==> src/rtl/led_pattern_ctrl.sv <==
// LED pattern sequencer: blink / alternate / chase / bounce, stepped by a divided tick.
// Optional brightness dimmer enabled by defining LED_PWM_DIM_EN.
module led_pattern_ctrl #(
   parameter int CLK_HZ  = 12000000,
   parameter int TICK_HZ = 2,
   parameter int N_LED   = 8
) (
   input  logic             clk,
   input  logic             rst,
   input  logic [1:0]       mode,
   input  logic [3:0]       brightness,
   output logic [N_LED-1:0] led,
   output logic             tick
);

   // state      | meaning
   // MODE_BLINK | all LEDs follow phase
   // MODE_ALT   | even LEDs = phase, odd LEDs = ~phase
   // MODE_CHASE | one-hot at pos, pos wraps upward
   // MODE_BOUNCE| one-hot at pos, pos reflects at both ends
   typedef enum logic [1:0] {
      MODE_BLINK  = 2'd0,
      MODE_ALT    = 2'd1,
      MODE_CHASE  = 2'd2,
      MODE_BOUNCE = 2'd3
   } mode_t;

   localparam int DIV      = CLK_HZ / TICK_HZ;
   localparam int CW       = (DIV > 1) ? $clog2(DIV) : 1;
   localparam int PW       = (N_LED > 1) ? $clog2(N_LED) : 1;
   localparam logic [CW-1:0] CNT_LAST = CW'(DIV - 1);
   localparam logic [PW-1:0] POS_LAST = PW'(N_LED - 1);
   localparam logic [PW-1:0] POS_PEN  = PW'((N_LED > 1) ? (N_LED - 2) : 0);
   localparam logic [PW-1:0] POS_ONE  = PW'((N_LED > 1) ? 1 : 0);

   if (DIV < 2) begin : g_bad_div
      $error("led_pattern_ctrl: CLK_HZ/TICK_HZ must be at least 2");
   end
   if (N_LED < 1 || N_LED > 32) begin : g_bad_nled
      $error("led_pattern_ctrl: N_LED must be within 1..32");
   end

   logic [CW-1:0]    r_cnt;
   logic             r_tick;
   mode_t            r_mode_q;
   logic             r_phase;
   logic [PW-1:0]    r_pos;
   logic             r_dir;
   logic [N_LED-1:0] w_pattern;

   always_ff @(posedge clk) begin
      if (rst) begin
         r_cnt  <= '0;
         r_tick <= 1'b0;
      end else begin
         r_cnt  <= (r_cnt == CNT_LAST) ? '0 : r_cnt + 1'b1;
         r_tick <= (r_cnt == CNT_LAST);
      end
   end

   assign tick = r_tick;

   // A differing mode request only reloads; stepping resumes on the following tick.
   always_ff @(posedge clk) begin
      if (rst) begin
         r_mode_q <= MODE_BLINK;
         r_phase  <= 1'b0;
         r_pos    <= '0;
         r_dir    <= 1'b0;
      end else if (r_tick) begin
         if (mode != r_mode_q) begin
            r_mode_q <= mode_t'(mode);
            r_phase  <= 1'b0;
            r_pos    <= '0;
            r_dir    <= 1'b0;
         end else begin
            r_phase <= ~r_phase;
            case (r_mode_q)
               MODE_CHASE: begin
                  r_pos <= (r_pos == POS_LAST) ? '0 : r_pos + 1'b1;
               end
               MODE_BOUNCE: begin
                  if (N_LED == 1) begin
                     r_pos <= '0;
                  end else if (!r_dir) begin
                     if (r_pos == POS_LAST) begin
                        r_dir <= 1'b1;
                        r_pos <= POS_PEN;
                     end else begin
                        r_pos <= r_pos + 1'b1;
                     end
                  end else begin
                     if (r_pos == '0) begin
                        r_dir <= 1'b0;
                        r_pos <= POS_ONE;
                     end else begin
                        r_pos <= r_pos - 1'b1;
                     end
                  end
               end
               default: begin
               end
            endcase
         end
      end
   end

   always_comb begin
      w_pattern = '0;
      case (r_mode_q)
         MODE_BLINK: w_pattern = {N_LED{r_phase}};
         MODE_ALT: begin
            for (int i = 0; i < N_LED; i++) begin
               w_pattern[i] = (i % 2 == 0) ? r_phase : ~r_phase;
            end
         end
         default: begin
            for (int i = 0; i < N_LED; i++) begin
               w_pattern[i] = (r_pos == PW'(i));
            end
         end
      endcase
   end

`ifdef LED_PWM_DIM_EN
   logic [3:0] r_pwm_cnt;
   logic       w_pwm_on;

   // 15-slot period so brightness 15 is fully on and 0 fully off.
   always_ff @(posedge clk) begin
      if (rst) begin
         r_pwm_cnt <= '0;
      end else begin
         r_pwm_cnt <= (r_pwm_cnt == 4'd14) ? 4'd0 : r_pwm_cnt + 4'd1;
      end
   end

   assign w_pwm_on = (r_pwm_cnt < brightness);
   assign led      = w_pattern & {N_LED{w_pwm_on}};
`else
   logic w_unused_brightness;

   assign w_unused_brightness = ^brightness;
   assign led                 = w_pattern;
`endif

endmodule

==> config.mk <==
export PLATFORM = sky130hd
export DESIGN_NAME = led_pattern_ctrl
export DESIGN_NICKNAME = d
export VERILOG_FILES = /design/src/rtl/led_pattern_ctrl.sv
export SDC_FILE = /design/constraint.sdc
export NUM_CORES = 1
export LEC_CHECK = 0
export CORE_AREA = 2 2 57 59
export CTS_CLUSTER_DIAMETER = 80
export DETAILED_ROUTE_END_ITERATION = 8
export DIE_AREA = 0 0 59 61
export PLACE_DENSITY = 0.8
export SLEW_MARGIN = 5
export SYNTH_ARGS = -nofsm -noshare
export SYNTH_HDL_FRONTEND = slang
export SYNTH_SLANG_ARGS = --single-unit
==> constraint.sdc <==
create_clock -name clk -period 4.15 [get_ports clk]
set_input_delay 0.6225 -clock clk [delete_from_list [all_inputs] [get_ports clk]]
set_output_delay 0.6225 -clock clk [all_outputs]
set_load 0.05 [all_outputs]
==> summary.txt <==
max_slew headroom: 49.9%
Seq cells post-synth: 31
worst slew pin tran: 0.751 ns
deepest clock path buffer count: 2
commonest non-fill, non-tap cell in the layout: dfxtp_1
Fmax: 344 MHz
Die Height: 61 um
worst min path class: reg -> reg
status: complete, no violations
vias post-DR: 1508
Post-synth EDFFs: 0
Top Usage Layer GRT: met2
core area: 2950 sq um
Hold Crit Depth: 1
final worst slack: 1.25 ns
vias in the first global route: 1401
Final Hold Fails: 0
time the worst path needs with I/O delays and setup: 2.90 ns
share of cells above drive strength 1: 6.33%
Nets: 236
final wirelength: 3420 um
GR Util met2: 38.4%
Clock Sinks: 31
# setup viols final: 0
worst hold slack: 0.488 ns
initial antenna violation count: 0
first-pass GRT wire length: 6020 um
Slew Viols, Final: 0
most frequent cells in the layout: dfxtp_1, nor2_1, nand2_1
clk_lat worst skew: 0.32 ns
peak fanout along the critical path: 14
worst slack, placed: 1.63 ns
ys async rst share: 0%
ys flop type: dfxtp_1
cts repair resizes: 0
Mapped Cells: 209
Remaining DRCs: 0
cts bufs inserted: 5
period utilization: 70.0%
CP Class: reg -> out
IO Port Bufs: 12
met3 Track Usage GR: 5.33%
max_cap viols: 0
gr ovfl total: 0
startpoint types: register
cell row count: 20
DP HPWL: 2550 um
syn nets: 225
CTS root buf: clkbuf_4
Unique masters post-synth: 41
unrepaired setup endpoints after global routing: false
reg-to-reg endpoint: r_cnt[4]
number of antenna diodes: 0
Worst R2R Start: r_cnt[0]
Synthesis Warnings: 0
number of H-tree levels: 2
WHS Endpoint: r_cnt[0]
initial drt markers: 68
clock slew at the register clock pins of the worst setup and hold paths: 0.09 ns
Setup TNS Final: 0 ns
Req. time, crit path: 3.53 ns
met1 Use GR: 26.3%
Worst Skew: 0.00550 ns
TritonCTS clock tree: done
Hold Buf Count CTS: 0
largest net degree at the start of global routing: 24
Power per Cell Area: 269 nW/um^2
I/O pins: 17
Horiz. Die Dim: 59 um
Mapped Avg Cell Area: 8.16 sq um
filler cell count in the final layout: 248
post-route ant nets: 0
flop-to-flop setup slack: 2.12 ns
Tot GR Track Use: 22.2%
Initial Util: 57.8%
leakage: 0.662 nW
Worst Setup End Kind: output port
vias per cell: 5.94
FF-to-FF path depth: 5
Yosys top cell area share: 36.4%
die area: 3600 sq um
Synth Cell Area: 1710 sq um
Max VDD drop: 0.212 mV
Post CTS Setup Buffer Count: 0
GP Congestion: 0.826
CP arrival: 2.28 ns
Layout area overhead: 11.6%
sequential fraction of the synthesis area: 36.4%
First-pass DRT Iterations: 4
drt wl/cell: 13.4 um
Hold Path Origin: r_cnt[0]
Total Power: 0.511 mW
final core occ: 64.4%
top cells by area, synth: dfxtp_1, ha_1, xnor2_1, nor2_1, a21oi_1
leading area contributor after synthesis: dfxtp_1
-- through the flow --
stage	cell area (sq um)	cells
global route	1900	254
global placement	1830	246
detailed placement	1830	246
finish	1900	254
floorplan	1710	209
CTS	1900	254
-- synthesized netlist by cell type (2+ instances only) --
master and n:
and4_1 2, xnor2_1 11, nand2_1 17, mux2i_1 3, a21oi_1 15, nor2_1 23
nand2b_1 2, or4_1 5, and3_1 2, nor3_1 6, nand3_1 8, inv_1 11
nor4_1 3, ha_1 8, a21o_1 2, clkbuf_1 5, xor2_1 5, nor2b_1 4
nand4_1 9, o31ai_1 6, dfxtp_1 31, o21ai_0 6, buf_2 2, a31oi_1 2
or3_1 5
-- power by group --
group,switching (mW),internal (mW),total (mW),leakage (nW)
sequential,0.00316,0.300,0.303,0.250
combinational,0.00920,0.00617,0.0154,0.373
clock,0.0932,0.0996,0.193,0.0386
total,0.106,0.405,0.511,0.662
-- sequential cells by signal, summed over array words and instances (netlist names) --
register,cells
r_mode_q,2
r_dir,1
r_pos,3
tick,1
r_cnt,23
r_phase,1
-- cell type report --
| cell class | instances | area, sq um | share of cell area (%) |
|---|---|---|---|
| multi-input combinational | 159 | 1010 | 53.1 |
| clock buffer | 8 | 68.8 | 3.62 |
| inverter | 11 | 41.3 | 2.17 |
| sequential | 31 | 621 | 32.6 |
| tap | 33 | 41.3 | 2.17 |
| timing repair buffer | 12 | 120 | 6.31 |
-- metal layers --
layer / part of all wire [%] / wire (um) / up-vias
li1: - / - / 768
met1: 45 / 1530 / 708
met2: 51 / 1740 / 25
met3: 3.0 / 102 / 7
met4: 1.4 / 47 / 0
met5: 0 / 0 / -
-- kinds of logic after synthesis --
group                    after synthesis  synth area share (%)
flip-flops                            31                  36.4
XOR/XNOR                              16                  8.22
AO/OA/AOI/OAI                         37                  13.6
adder cells (fa/ha/maj)                8                  5.87
multiplexers                           3                  1.76
AND/OR/NAND/NOR                       95                  29.9
buffers and inverters                 19                  4.33
-- critical path, cell delays in order, from the launching register on --
cell and delay, ns:
dfxtp_1 0.60, nor2b_1 0.37, nand2_1 0.11, nand2_1 0.08, clkdlybuf4s50_1 0.80
-- how the worst max path moves through the flow --
stage / startpoint / endpoint / slack, ns
after global routing: r_mode_q[1] / led[0] / 1.12
after global placement: r_mode_q[1] / led[3] / 1.68
after floorplan: r_mode_q[0] / led[7] / 1.93
final: r_mode_q[1] / led[2] / 1.25
after detailed placement: r_mode_q[1] / led[2] / 1.63
after CTS: r_mode_q[1] / led[2] / 1.27
Power figures use the tool's default switching activity.
